<file path="src/rtl/cpu_pkg.sv">
// Shared CPU front-end types: default widths, reset PC and the prefetch queue entry.
package cpu_pkg;
  localparam int XLEN_DEFAULT = 32;
  localparam int INSN_BYTES   = 4;
  localparam logic [XLEN_DEFAULT-1:0] RESET_PC_DEFAULT = '0;

  typedef struct packed {
    logic [XLEN_DEFAULT-1:0] pc;
    logic [31:0]             insn;
  } fetch_entry_t;
endpackage

</file>
<file path="src/rtl/fetch_fifo.sv">
// Synchronous prefetch queue of fetch entries; flush wins over push and pop.
module fetch_fifo
  import cpu_pkg::*;
#(
  parameter int  DEPTH   = 4,
  parameter type entry_t = fetch_entry_t,
  localparam int PW      = $clog2(DEPTH),
  localparam int CW      = PW + 1
) (
  input  logic          clk,
  input  logic          reset,
  input  logic          flush,
  input  logic          push,
  input  logic          pop,
  input  entry_t        wdata,
  output entry_t        rdata,
  output logic [CW-1:0] occ
);
  entry_t [DEPTH-1:0] mem_q, mem_d;
  logic [PW-1:0] wr_ptr_q, wr_ptr_d, rd_ptr_q, rd_ptr_d;
  logic [CW-1:0] occ_q, occ_d;

  always_comb begin
    mem_d    = mem_q;
    wr_ptr_d = wr_ptr_q;
    rd_ptr_d = rd_ptr_q;
    occ_d    = occ_q;
    if (flush) begin
      wr_ptr_d = '0;
      rd_ptr_d = '0;
      occ_d    = '0;
    end else begin
      if (push) begin
        mem_d[wr_ptr_q] = wdata;
        wr_ptr_d        = wr_ptr_q + PW'(1);
      end
      if (pop) rd_ptr_d = rd_ptr_q + PW'(1);
      occ_d = occ_q + CW'(push) - CW'(pop);
    end
  end

  // Storage carries no reset; occupancy alone decides what is valid.
  always_ff @(posedge clk) begin
    mem_q <= mem_d;
    if (reset) begin
      wr_ptr_q <= '0;
      rd_ptr_q <= '0;
      occ_q    <= '0;
    end else begin
      wr_ptr_q <= wr_ptr_d;
      rd_ptr_q <= rd_ptr_d;
      occ_q    <= occ_d;
    end
  end

  assign rdata = mem_q[rd_ptr_q];
  assign occ   = occ_q;

  a_no_overflow:  assert property (@(posedge clk) disable iff (reset)
                    !(push && !flush && !pop && occ_q == CW'(DEPTH)));
  a_no_underflow: assert property (@(posedge clk) disable iff (reset)
                    !(pop && !flush && occ_q == '0));
endmodule

</file>
<file path="src/rtl/fetch_unit.sv">
// Instruction fetch front end: PC, request credit, stale-response dropping, prefetch queue.
// Optional FETCH_BYPASS_EN: a kept response reaches decode combinationally when the queue is empty.
module fetch_unit
  import cpu_pkg::*;
#(
  parameter int               XLEN     = XLEN_DEFAULT,
  parameter int               DEPTH    = 4,
  parameter logic [XLEN-1:0]  RESET_PC = XLEN'(RESET_PC_DEFAULT)
) (
  input  logic            clk,
  input  logic            reset,
  input  logic            jump_flag,
  input  logic [XLEN-1:0] jump_target,
  output logic            imem_req,
  output logic [XLEN-1:0] imem_addr,
  input  logic            imem_gnt,
  input  logic            imem_rvalid,
  input  logic [31:0]     imem_rdata,
  output logic            insn_valid,
  input  logic            insn_ready,
  output logic [XLEN-1:0] insn_pc,
  output logic [31:0]     insn_data
);
  localparam int CW = $clog2(DEPTH) + 1;
  localparam int SW = CW + 1;

  typedef struct packed {
    logic [XLEN-1:0] pc;
    logic [31:0]     insn;
  } entry_t;

  logic [XLEN-1:0] fpc_q, fpc_d, rpc_q, rpc_d, tgt;
  logic [CW-1:0]   outst_q, outst_d, drop_q, drop_d, occ;
  logic            grant, keep, push, pop, bypass;
  entry_t          head, wentry;

  fetch_fifo #(.DEPTH(DEPTH), .entry_t(entry_t)) u_fifo (
    .clk   (clk),
    .reset (reset),
    .flush (jump_flag),
    .push  (push),
    .pop   (pop),
    .wdata (wentry),
    .rdata (head),
    .occ   (occ)
  );

  always_comb begin
    tgt       = jump_target & ~XLEN'(INSN_BYTES - 1);
    imem_req  = !reset && !jump_flag && ((SW'(occ) + SW'(outst_q)) < SW'(DEPTH));
    imem_addr = fpc_q;
    grant     = imem_req && imem_gnt;
    keep      = imem_rvalid && !jump_flag && (drop_q == '0);
    wentry    = '{pc: rpc_q, insn: imem_rdata};

    // An empty queue shows the next expected PC with a zero word.
    insn_valid = (occ != '0) && !jump_flag;
    insn_pc    = (occ != '0) ? head.pc : rpc_q;
    insn_data  = (occ != '0) ? head.insn : '0;
    bypass     = 1'b0;
`ifdef FETCH_BYPASS_EN
    if (keep && occ == '0) begin
      insn_valid = 1'b1;
      insn_pc    = rpc_q;
      insn_data  = imem_rdata;
      bypass     = insn_ready;
    end
`endif
    push = keep && !bypass;
    pop  = (occ != '0) && !jump_flag && insn_ready;

    fpc_d   = grant ? fpc_q + XLEN'(INSN_BYTES) : fpc_q;
    rpc_d   = keep ? rpc_q + XLEN'(INSN_BYTES) : rpc_q;
    outst_d = outst_q + CW'(grant) - CW'(imem_rvalid);
    drop_d  = (imem_rvalid && drop_q != '0) ? drop_q - CW'(1) : drop_q;
    // Everything still in flight after this cycle's response predates the redirect.
    if (jump_flag) begin
      fpc_d  = tgt;
      rpc_d  = tgt;
      drop_d = outst_q - CW'(imem_rvalid);
    end
  end

  always_ff @(posedge clk) begin
    if (reset) begin
      fpc_q   <= RESET_PC;
      rpc_q   <= RESET_PC;
      outst_q <= '0;
      drop_q  <= '0;
    end else begin
      fpc_q   <= fpc_d;
      rpc_q   <= rpc_d;
      outst_q <= outst_d;
      drop_q  <= drop_d;
    end
  end
endmodule

</file>
<file path="config.mk">
export PLATFORM = sky130hd
export DESIGN_NAME = fetch_unit
export DESIGN_NICKNAME = d
export VERILOG_FILES = /design/src/rtl/cpu_pkg.sv /design/src/rtl/fetch_fifo.sv /design/src/rtl/fetch_unit.sv
export SDC_FILE = /design/constraint.sdc
export NUM_CORES = 1
export LEC_CHECK = 0
export CAP_MARGIN = 20
export CORE_UTILIZATION = 37
export CTS_BUF_LIST = sky130_fd_sc_hd__clkbuf_4
export DETAILED_ROUTE_END_ITERATION = 10
export MAX_ROUTING_LAYER = met4
export PLACE_DENSITY = 0.6
export SLEW_MARGIN = 20
export SYNTH_ARGS = -nofsm -noshare
export SYNTH_HDL_FRONTEND = slang
export SYNTH_SLANG_ARGS = --single-unit
export TNS_END_PERCENT = 20
</file>
<file path="constraint.sdc">
create_clock -name clk -period 5.42 [get_ports clk]
set_input_delay 1.084 -clock clk [delete_from_list [all_inputs] [get_ports clk]]
set_output_delay 1.084 -clock clk [all_outputs]
set_load 0.005 [all_outputs]
</file>
==> Word level (Yosys, flattened, before mapping) <==
Cells that the tools add are included.
{ "word_totals": {"reg_bits": 333, "latchBits": 0, "ram_bits": 0, "mem_bits_ro": 0, "out_inout_bits": 98, "elab_cells": 65, "memories": 0} }
{ "classes": {"n_addsub": 11, "multipliers": 0, "n_div": 0, "magnitude_cmp": 4, "eq_ne": 0, "n_shift": 0, "n_mux": 13, "n_bitwise": 1, "n_reduce_logical": 19} }
{ "op_table": {"columns": ["op", "count"], "rows": [
  ["256-bit bitwise mux", 1],
  ["32-bit 2-to-1 mux", 6],
  ["64-bit binary-select mux with 2-bit select", 1],
  ["64-bit demux with 2-bit select", 1],
  ["64-bit 2-to-1 mux", 2],
  ["32-bit by 3-bit adder with 32-bit output, second input constant", 2],
  ["1-bit logical AND", 9],
  ["3-bit by 1-bit subtractor with 3-bit output", 3],
  ["3-bit by 1-bit adder with 3-bit output", 2],
  ["2-bit by 3-bit less-than comparator with 1-bit output, second input constant", 2],
  ["3-bit 2-to-1 mux", 2],
  ["2-bit nonzero test", 3],
  ["3-bit nonzero test", 2],
  ["2-bit by 1-bit adder with 2-bit output, second input constant", 2],
  ["3-bit by 3-bit adder with 4-bit output", 1],
  ["4-bit by 3-bit less-than comparator with 1-bit output, second input constant", 1],
  ["3-bit zero test", 1],
  ["3-bit by 1-bit subtractor with 3-bit output, second input constant", 1],
  ["2-bit by 1-bit >= comparator with 1-bit output, second input constant", 1],
  ["1-bit zero test", 2],
  ["2-bit AND reduction", 1],
  ["2-bit OR reduction", 1],
  ["1-bit inverter", 1]
]} }

==> Longest topological paths before layout <==
Gate-level depths: netlist of run 1.
{ "depth": {"ltp_word": 6, "depth_mapped": 13, "mapped_depth_nobuf": 10} }

==> Cells and area by module <==
From an unflattened synthesis of run 1, not the netlist that was laid out.
{ "unflattened": {"cells_unflattened": 918, "area_unflattened_um2": 14026.0} }
{ "by_module_without_submodules": {"columns": ["module", "n_inst", "cells_each", "area_each_um2", "seq_area_each_um2"], "rows": [
  ["fetch_fifo", 1, 377, 9678.0, 7827.5],
  ["fetch_unit", 1, 541, 4347.9, 1321.3]
]} }

==> Worst setup path after synthesis of run 1 <==
OpenSTA, ideal clock, no wires.
{ "synth_timing": {"path_kind": "input -> register", "start": "in jump_flag", "end": "reg u_fifo.mem_q[0] in the netlist's numbering, enable pin", "setup_time_ns": 0.427, "arrival_ns": 3.223, "required_time_ns": 4.993, "path_slack_ns": 1.770, "stages": 4, "path_buffers": 2, "path_cell_list": "inv_1 -> clkbuf_1 -> clkbuf_1 -> and3_1"} }
{ "synth_between": {"elab_chain_len": 4, "elab_cells_between_ends": 5, "cone_classes": "bitwise: 1; reduce/logical: 4"} }
{ "synth_lines": {"columns": ["element", "line_no", "text"], "rows": [
  ["start, declared", "fetch_unit.sv:12", "input logic jump_flag,"],
  ["1-bit zero test", "fetch_unit.sv:53", "keep = imem_rvalid && !jump_flag && (drop_q == '0);"],
  ["1-bit logical AND (2 in a row)", "fetch_unit.sv:53", null],
  ["2-bit AND reduction (no line) (*)", null, null],
  ["end signal, assigned", "fetch_fifo.sv:44", "mem_q <= mem_d;"],
  ["end, declared", "fetch_fifo.sv:19", "entry_t [DEPTH-1:0] mem_q, mem_d;"]
]} }
Mark *: on every way between the ends. The rest lies on a longest branch, timed or not.
A chain may end at the register's enable or synchronous reset.

==> Final worst setup path of run 1 <==
{ "layout_timing": {"start": "reg u_fifo.rd_ptr_q[1]", "end": "out insn_pc[16]"} }
{ "layout_between": {"elab_chain_len": 3} }
{ "layout_lines": {"columns": ["element", "line_no", "text"], "rows": [
  ["start, declared", "fetch_fifo.sv:20", "logic [PW-1:0] wr_ptr_q, wr_ptr_d, rd_ptr_q, rd_ptr_d;"],
  ["start signal, assigned", "fetch_fifo.sv:51", "rd_ptr_q <= rd_ptr_d;"],
  ["64-bit binary-select mux with 2-bit select", "fetch_fifo.sv:56", "assign rdata = mem_q[rd_ptr_q];"],
  ["64-bit 2-to-1 mux (implied by the code)", "fetch_fifo.sv:56", null],
  ["32-bit 2-to-1 mux", "fetch_unit.sv:58", "insn_pc = (occ != '0) ? head.pc : rpc_q;"],
  ["end, declared", "fetch_unit.sv:21", "output logic [XLEN-1:0] insn_pc,"]
]} }
Every way passes these cells. The select of a mux whose other input is x is not followed.

==> results.py, run 1 <==
metrics = {
    "floorplan": {
        "chipHeight_um": 194,
        "core_area_mm2": 0.0365,
        "initial_core_util": 0.375,
        "die_area_mm2": 0.0378,
        "die_w_um": 194,
        "io_pins": 168,
        "fp-row-count": 70,
    },
    "cts": {
        "cts_root_buffer": "clkbuf_4",
        "clk_pin_slew_ps": 60,
        "cts_tree": "built",
        "cts.sinks": 321,
        "clk_latency_ps": 730,
        "cts_buffer_depth": 3,
        "htree_num_levels": 3,
        "ctsHoldBuffers": 0,
        "post_cts_buffers": 0,
        "cts_buffers": 88,
        "cts.repair.resized": 0,
    },
    "synthesis": {
        "async_reset_ff_frac": 0,
        "yosysWarnings": 0,
        "synth_edf_count": 248,
        "yosys_register_bits": 321,
        "ys_seq_area_frac": 0.651,
        "postSynthCellCount": 913,
        "avgSynthCellArea_um2": 15.0,
        "synth_cell_types": 58,
        "synth_ff_type": "edfxtp_1",
        "synthesis.area_mm2": 0.0137,
    },
    "finish": {
        "nets": 1215,
        "area_growth_pct": 24.2,
        "post-route-util": 0.465,
        "fillers": 3224,
        "drive_gt1_frac": 0.228,
        "stdcell_count": 1661,
        "postLayoutCellArea_mm2": 0.0170,
    },
    "min_path": {
        "worstHoldStart": "u_fifo.wr_ptr_q[1]",
        "whs_endpoint": "u_fifo.wr_ptr_q[1]",
        "holdPathStages": 2,
        "hp-class": "reg2reg",
    },
    "place": {
        "hpwlAfterDp_um": 19300,
        "placedCellCount": 1504,
        "io_buffers": 161,
        "gp_congestion": 0.834,
        "placed_cell_area_mm2": 0.0158,
        "dp_slack_ps": 1650,
    },
    "sta": {
        "rsz0062_at_grt": "false",
        "finalClockSkew_ps": 32.2,
        "worst_slack_ps": 1230,
        "period_needed_ps": 4190,
        "relSlewSlack": 0.325,
        "hold_viol": 0,
        "worst_slew_pin_slew_ps": 1010,
        "finalSetupTns_ps": 0,
        "fmax_mhz": 239,
        "slew_violations": 0,
        "min_period_over_period": 0.774,
        "setup_viol": 0,
    },
    "grt": {
        "first_global_vias": 8879,
        "grt_max_degree": 65,
        "grt_antenna_before_repair": 1,
        "grt_pass1_wl_um": 49900,
        "grt_util_all_layers": 0.177,
        "overflow": 0,
    },
    "status": {
        "outcome": "finished, final reports clean",
    },
    "flow_run": {
        "cap_violations": 0,
    },
    "power_and_ir_drop": {
        "power.leakage_nw": 5.67,
        "powerDensity_mw_per_mm2": 328,
        "ir_worst_vdd_v": 0.000113,
    },
    "route": {
        "vias": 8624,
        "antenna_left": 0,
        "firstDrtPassIters": 5,
        "routed_wl_um": 32000,
        "wl_per_cell_um": 19.3,
        "routed_via_density": 5.19,
        "drt_iter0_drc": 555,
        "drc": 0,
    },
    "worst_setup_path": {
        "cp_num_buf_inv": 2,
        "critical_path_class": "reg2out",
        "cp_data_required_time_ps": 4340,
        "cp_slowest_stage_delay_ps": 920,
        "r2r_setup_slack_ps": 2530,
        "slowest_stage": "dfxtp_2",
        "endpoint_kind": "output port",
        "reg2reg_depth": 10,
        "critPathTopFamily": "flip-flops",
        "r2r_start": "u_fifo.occ[1]",
        "cp_max_fo": 31,
        "worstReg2RegEnd": "outst_q[2]",
        "cp-start-kind": "flop",
        "arrival_ps": 3110,
        "path_cells": "buf_4 -> mux4_2 -> mux2_2 -> clkdlybuf4s50_1",
    },
}
==> metrics by stage <==
stage / hold slack, ps / power, mW
finish: 498 / 5.57
global route: 533 / 5.83
CTS: 498 / 5.66
detailed placement: 489 / 3.38
global placement: 475 / 3.37
floorplan: 466 / 3.11
==> report_power, final <==
part	switching (mW)	internal (mW)	total, mW
sequential	0.0815	2.74	2.82
clock	0.969	1.28	2.25
combinational	0.236	0.269	0.505
==> layout make-up <==
| cell class | count | area (µm²) | share of cell area |
|---|---|---|---|
| tap | 468 | 586 | 0.0345 |
| antenna | 1 | 2.50 | 0.000147 |
| timing repair buffer | 175 | 1760 | 0.103 |
| sequential | 321 | 8910 | 0.525 |
| inverter | 24 | 90.1 | 0.00530 |
| multi-input combinational | 517 | 4470 | 0.263 |
| clock inverter | 19 | 153 | 0.00898 |
| clock buffer | 136 | 1020 | 0.0601 |
==> worst max-delay path by stage <==
| stage | start | end | slack [ps] | cells past startpoint |
|---|---|---|---|---|
| 5_1_grt | u_fifo.rd_ptr_q[1] | insn_pc[16] | 1010 | 4 |
| 2_1_floorplan | jump_flag | u_fifo.mem_q[0] | 1770 | 4 |
| 4_1_cts | u_fifo.rd_ptr_q[0] | insn_data[8] | 950 | 4 |
| 3_5_place_dp | jump_flag | outst_q[2] | 1650 | 10 |
| 6_report | u_fifo.rd_ptr_q[1] | insn_pc[16] | 1230 | 4 |
| 3_3_place_gp | jump_flag | imem_req | 1650 | 4 |
==> kinds of logic (layout without fill, tap and decap cells) <==
family / count (synthesis) / in the layout / synth area share
buffers and inverters: 78 / 354 / 0.0237
and+or+nand+nor: 251 / 251 / 0.0997
adders and majority gates: 18 / 18 / 0.0176
other: 1 / 5 / 0.000274
xor gates and xnor gates: 40 / 40 / 0.0256
muxes: 103 / 103 / 0.135
AOI/OAI and AO/OA: 101 / 101 / 0.0466
DFF: 321 / 321 / 0.651
==> worst reg2reg max path, stage by stage (launching register included) <==
cell and delay [ps]:
dfxtp_1 410, ha_1 260, a311o_1 380, nor4_4 270, inv_2 260, ha_1 360, inv_1 40, ha_1 180
fa_1 380, xnor2_1 160, nor2_1 50
==> cells in the mapped netlist, types with 2 or more instances <==
cell	number	area, µm²
edfxtp_1	248	7450
dfxtp_1	73	1460
mux4_2	62	1400
nand2_1	59	221
nor2_1	40	150
mux2_2	37	417
a21oi_1	34	170
nor2b_1	34	213
clkbuf_1	32	120
xor2_1	25	219
inv_1	23	86.3
nand4_1	23	144
and3_1	19	119
a211oi_1	17	128
nand3_1	17	85.1
o21ai_0	17	85.1
ha_1	16	200
xnor2_1	15	131
buf_2	13	65.1
nor3_1	12	60.1
a31oi_1	10	62.6
and4_1	8	70.1
nor4_1	8	50.1
or3_1	7	43.8
and2_1	6	37.5
a32oi_1	5	43.8
buf_1	5	18.8
buf_4	4	30.0
mux2i_1	4	40.0
nand4b_1	4	35.0
a311oi_1	3	26.3
or4_1	3	22.5
a21boi_0	2	15.0
fa_1	2	40.0
nand3b_1	2	15.0
o21a_1	2	15.0
==> per-layer routing <==
layer	routed length, µm	global-route usage
met5	0	-
met1	15300	0.242
met3	1850	0.0396
met4	473	0.0585
met2	14500	0.259
==> registers in the layout, summed over array words and instances, names as in the netlist <==
| signal | cells |
|---|---|
| drop_q | 3 |
| u_fifo.occ | 3 |
| u_fifo.rd_ptr_q | 2 |
| imem_addr | 30 |
| rpc_q | 30 |
| u_fifo.mem_q | 248 |
| u_fifo.wr_ptr_q | 2 |
| outst_q | 3 |
==> placed cells by master, fill, tap and decap left out, drive strengths merged, types with 15 or more instances in the layout <==
master / n
a21oi: 34
mux4: 62
clkbuf: 136
nand4: 24
clkdlybuf4s50: 160
nor2b: 34
ha: 16
nand3: 17
nor2: 40
edfxtp: 248
xnor2: 15
and3: 19
inv: 28
o21ai: 17
buf: 15
a211oi: 17
nand2: 59
dfxtp: 73
xor2: 25
mux2: 37
Note: power is estimated with default switching activity, not from simulation.
==> run 2, diff against run 1 <==
==> constraint.sdc (replaced) <==
create_clock -name clk -period 3.9 [get_ports clk]
set_input_delay 0.78 -clock clk [delete_from_list [all_inputs] [get_ports clk]]
set_output_delay 0.78 -clock clk [all_outputs]
set_load 0.005 [all_outputs]
==> run 2 against run 1 <==
Net effect: clock power increased by 34%; setup slack got worse by 970 ps; combinational power increased by 42%; wire length decreased by 0.73%; flip-flop and latch count unchanged; register-to-register slack got worse by 1200 ps; first-iteration DRC count decreased by 14%; sequential power increased by 39%; critical path depth unchanged; utilization increased by 0.33 points; highest routed layer unchanged.
==> results.py, run 2 (synthesized netlist as in run 1, its figures left out) <==
metrics = {
    "floorplan": {
        "die_area_mm2": 0.0378,
        "initial_core_util": 0.375,
        "die_w_um": 194,
        "core_area_mm2": 0.0365,
        "io_pins": 168,
        "fp-row-count": 70,
        "chipHeight_um": 194,
    },
    "sta": {
        "relSlewSlack": 0.409,
        "rsz0062_at_grt": "false",
        "fmax_mhz": 274,
        "hold_viol": 0,
        "worst_slew_pin_slew_ps": 883,
        "min_period_over_period": 0.934,
        "whs_ps": 504,
        "finalClockSkew_ps": 45.8,
        "finalSetupTns_ps": 0,
        "setup_viol": 0,
        "period_needed_ps": 3640,
        "slew_violations": 0,
    },
    "worst_setup_path": {
        "endpoint_kind": "output port",
        "r2r_setup_slack_ps": 1310,
        "cp-start-kind": "flop",
        "arrival_ps": 2860,
        "critical_path_class": "reg2out",
        "cp_max_fo": 21,
        "cp_data_required_time_ps": 3120,
    },
    "cts": {
        "clk_pin_slew_ps": 60,
        "cts_tree": "built",
        "cts_root_buffer": "clkbuf_4",
        "post_cts_buffers": 0,
        "cts_buffers": 88,
        "clk_latency_ps": 710,
        "cts_buffer_depth": 3,
        "htree_num_levels": 3,
        "cts.sinks": 321,
        "cts.repair.resized": 0,
        "ctsHoldBuffers": 0,
    },
    "route": {
        "firstDrtPassIters": 5,
        "antenna_left": 0,
        "vias": 8693,
        "routed_wl_um": 31800,
        "drt_iter0_drc": 478,
        "routed_via_density": 5.20,
        "wl_per_cell_um": 19.0,
        "drc": 0,
    },
    "finish": {
        "area_growth_pct": 25.1,
        "top_register": "u_fifo.mem_q",
        "multi_input_area_mm2": 0.00447,
        "drive_gt1_frac": 0.236,
        "nets": 1225,
        "final_cell_mix": "edfxtp_1, clkdlybuf4s50_1, clkbuf_4",
        "post-route-util": 0.469,
        "final_common_cell": "edfxtp_1",
        "fillers": 3280,
        "largest_reg_flops": 248,
        "layout.area.seq_mm2": 0.00891,
        "stdcell_count": 1671,
    },
    "power_and_ir_drop": {
        "total_power_mw": 7.65,
        "power.leakage_nw": 5.72,
        "ir_worst_vdd_v": 0.000157,
        "powerDensity_mw_per_mm2": 447,
    },
    "grt": {
        "grt_antenna_before_repair": 1,
        "grt_pass1_wl_um": 50600,
        "grt_max_degree": 65,
        "first_global_vias": 9048,
        "grt_util_all_layers": 0.178,
        "overflow": 0,
    },
    "place": {
        "io_buffers": 161,
        "hpwlAfterDp_um": 19600,
        "gp_congestion": 0.831,
        "placedCellCount": 1515,
    },
    "min_path": {
        "hp-class": "reg2reg",
    },
    "status": {
        "outcome": "finished, final reports clean",
    },
    "flow_run": {
        "cap_violations": 0,
    },
}
==> run 2: cell count changes in the layout (fill, tap and decap cells not counted), moves of 3 or more <==
cell / before / now
buf_12: 2 / 9
clkbuf_4: 136 / 139
buf_4: 11 / 15
inv_2: 6 / 3
clkinv_4: 0 / 3
==> run 2: report_power, final <==
group	internal (mW)	total (mW)	leakage, nW	switching, mW
clock	1.68	3.02	0.691	1.34
combinational	0.386	0.717	2.16	0.330
sequential	3.81	3.92	2.86	0.111
==> run 2: final cells by class <==
cell class | count | area share
clock buffer | 139 | 0.0610
sequential | 321 | 0.521
timing repair buffer | 185 | 0.111
clock inverter | 16 | 0.00629
tap | 468 | 0.0342
inverter | 24 | 0.00526
antenna | 1 | 0.000146
multi-input combinational | 517 | 0.261
==> run 2: per-layer routing <==
layer,vias up,wire [µm],share of wire,global-route usage
met2,329,14100,0.44,0.259
met3,72,2310,0.072,0.0436
li1,4029,-,-,-
met1,4263,14700,0.46,0.246
met5,-,0,0,-
met4,0,709,0.022,0.0579
==> run 2: per-stage QoR <==
stage                     setup WS (ps)  area, µm²
after detailed placement            772      16000
after CTS                           134      17100
after global placement              764      16000
after floorplan                     554      13700
final                               256      17100
after global routing               27.3      17100
==> run 2: path summary, 6_finish.rpt <==
kind                       from                 end  cells past startpoint
max          u_fifo.rd_ptr_q[0]       insn_data[29]                      4
min          u_fifo.wr_ptr_q[1]  u_fifo.wr_ptr_q[1]                      2
max reg2reg       u_fifo.occ[1]          outst_q[2]                     10
min reg2reg  u_fifo.wr_ptr_q[1]  u_fifo.wr_ptr_q[1]                      2
==> run 2: worst max-delay path: stages, from the launching register on <==
cell	delay [ps]
dfxtp_4	630
buf_4	390
mux4_2	530
nor2b_1	150
clkdlybuf4s50_1	470
==> run 3, diff against run 2 <==
--- a/config.mk
+++ b/config.mk
@@ -5,12 +5,11 @@
 export SDC_FILE = /design/constraint.sdc
 export NUM_CORES = 1
 export LEC_CHECK = 0
-export CAP_MARGIN = 20
 export CORE_UTILIZATION = 37
 export CTS_BUF_LIST = sky130_fd_sc_hd__clkbuf_4
 export DETAILED_ROUTE_END_ITERATION = 10
 export MAX_ROUTING_LAYER = met4
-export PLACE_DENSITY = 0.6
+export PLACE_DENSITY_LB_ADDON = 0.25
 export SLEW_MARGIN = 20
 export SYNTH_ARGS = -nofsm -noshare
 export SYNTH_HDL_FRONTEND = slang
==> run 3 against run 2 <==
Net effect: clock-buffer cell count down 5; flip-flop and latch count unchanged; design area up 0.17%.
==> results.py, run 3 (synthesized netlist as in run 1, its figures left out) <==
metrics = {
    "floorplan": {
        "initial_core_util": 0.375,
        "die_area_mm2": 0.0378,
        "chipHeight_um": 194,
        "fp-row-count": 70,
        "core_area_mm2": 0.0365,
        "die_w_um": 194,
        "io_pins": 168,
    },
    "finish": {
        "area_growth_pct": 25.3,
        "drive_gt1_frac": 0.232,
        "nets": 1225,
        "post-route-util": 0.469,
        "top_register": "u_fifo.mem_q",
        "largest_reg_flops": 248,
        "final_cell_mix": "edfxtp_1, clkdlybuf4s50_1, clkbuf_4",
        "final_common_cell": "edfxtp_1",
    },
    "grt": {
        "grt_antenna_before_repair": 1,
        "overflow": 0,
        "grt_util_all_layers": 0.181,
        "grt_pass1_wl_um": 51100,
        "grt_max_degree": 64,
        "first_global_vias": 9025,
    },
    "worst_setup_path": {
        "cp-start-kind": "flop",
        "arrival_ps": 2840,
        "critical_path_class": "reg2out",
        "cp_max_fo": 13,
        "cp_num_buf_inv": 2,
        "crit_start": "u_fifo.rd_ptr_q[0]",
        "critPathTopFamily": "multiplexers",
        "endpoint_kind": "output port",
        "r2r_setup_slack_ps": 1270,
        "cp.depth": 4,
        "cp_data_required_time_ps": 3120,
        "r2r_start": "u_fifo.occ[0]",
        "reg2reg_depth": 10,
        "slowest_stage": "dfxtp_4",
        "cp_slowest_stage_delay_ps": 570,
        "path_cells": "buf_4 -> mux4_2 -> mux2_2 -> clkdlybuf4s50_1",
    },
    "sta": {
        "worst_slack_ps": 279,
        "min_period_over_period": 0.929,
        "worst_slew_pin_slew_ps": 966,
        "rsz0062_at_grt": "false",
        "whs_ps": 496,
        "slew_violations": 0,
        "setup_viol": 0,
        "hold_viol": 0,
        "period_needed_ps": 3620,
        "finalClockSkew_ps": 48.6,
        "finalSetupTns_ps": 0,
        "relSlewSlack": 0.354,
        "fmax_mhz": 276,
    },
    "cts": {
        "htree_num_levels": 3,
        "ctsHoldBuffers": 0,
        "cts_buffer_depth": 3,
        "cts_tree": "built",
        "clk_latency_ps": 740,
        "clk_pin_slew_ps": 60,
        "cts_root_buffer": "clkbuf_4",
        "cts.repair.resized": 0,
        "cts.sinks": 321,
        "cts_buffers": 87,
    },
    "route": {
        "routed_via_density": 5.14,
        "vias": 8601,
        "drc": 0,
        "routed_wl_um": 32400,
        "firstDrtPassIters": 5,
        "antenna_left": 0,
        "wl_per_cell_um": 19.4,
        "drt_iter0_drc": 515,
    },
    "min_path": {
        "worstHoldStart": "u_fifo.wr_ptr_q[1]",
        "hp-class": "reg2reg",
        "holdPathStages": 2,
    },
    "power_and_ir_drop": {
        "total_power_mw": 7.69,
        "ir_worst_vdd_v": 0.000183,
        "power.internal_mw": 5.89,
        "seq_power_share": 0.510,
        "switchingPower_mw": 1.80,
        "p_sw_frac": 0.234,
        "pwr-share-clk": 0.398,
        "pwr-share-comb": 0.093,
        "power.leakage_nw": 5.74,
        "powerDensity_mw_per_mm2": 449,
    },
    "status": {
        "outcome": "finished, final reports clean",
    },
    "place": {
        "hpwlAfterDp_um": 20000,
        "dp_slack_ps": 594,
        "io_buffers": 161,
        "gp_congestion": 0.836,
    },
    "flow_run": {
        "cap_violations": 0,
    },
}
-- run 3: cell count changes in the layout (fill, tap and decap cells not counted) --
cell | before | now
buf_16 | 0 | 1
clkinvlp_4 | 1 | 0
clkinv_1 | 8 | 15
clkinv_4 | 3 | 1
clkbuf_4 | 139 | 134
inv_2 | 3 | 5
bufinv_16 | 1 | 2
-- run 3: worst reg2reg max path: stages, from the launching register on --
cell and delay, ps:
dfxtp_1 350, nor3_2 340, buf_12 370, nor3b_1 160
ha_1 300, inv_1 40, ha_1 180, fa_1 380
xnor2_1 180, xnor2_1 140, nor2_1 50
-- run 3: final timing paths --
kind                   endpoint
min          u_fifo.wr_ptr_q[1]
max                 insn_pc[30]
max reg2reg       u_fifo.occ[2]
min reg2reg  u_fifo.wr_ptr_q[1]
-- run 3: per-layer routing --
metal,vias to the layer above,part of all wire,global-route usage
met4,0,0.013,0.0603
li1,4037,-,-
met5,-,0,-
met3,38,0.062,0.0396
met1,4220,0.46,0.246
met2,306,0.46,0.271
-- run 3: layout make-up --
class                           count  area (µm²)
Tap cell                          468         586
Fill cell                        3288       19400
Clock buffer                      134        1010
Inverter                           24        90.1
Antenna cell                        1        2.50
Multi-Input combinational cell    517        4470
Sequential cell                   321        8910
Timing Repair Buffer              186        1930
Clock inverter                     23         146
-- run 3: metrics by stage --
stage                     instances  cell area [µm²]
after floorplan                 916            13700
after global placement         1515            16000
after detailed placement       1515            16000
after CTS                      1673            17100
after global routing           1674            17100
final                          1674            17100
-- run 3: power groups by stage --
stage / registers (mW) / logic (mW) / clock network (mW)
final: 3.92 / 0.713 / 3.06
after global routing: 3.94 / 0.783 / 3.35
after CTS: 3.92 / 0.727 / 3.17
after detailed placement: 3.99 / 0.722 / 0
after global placement: 3.99 / 0.714 / 0
after floorplan: 3.96 / 0.368 / 0
-- run 3: what timing repair did --
item | 4_1_cts | 5_1_grt
setup endpoints to repair | 1 | 0
hold endpoints to repair | 0 | 0
buffers inserted | 1 | 0
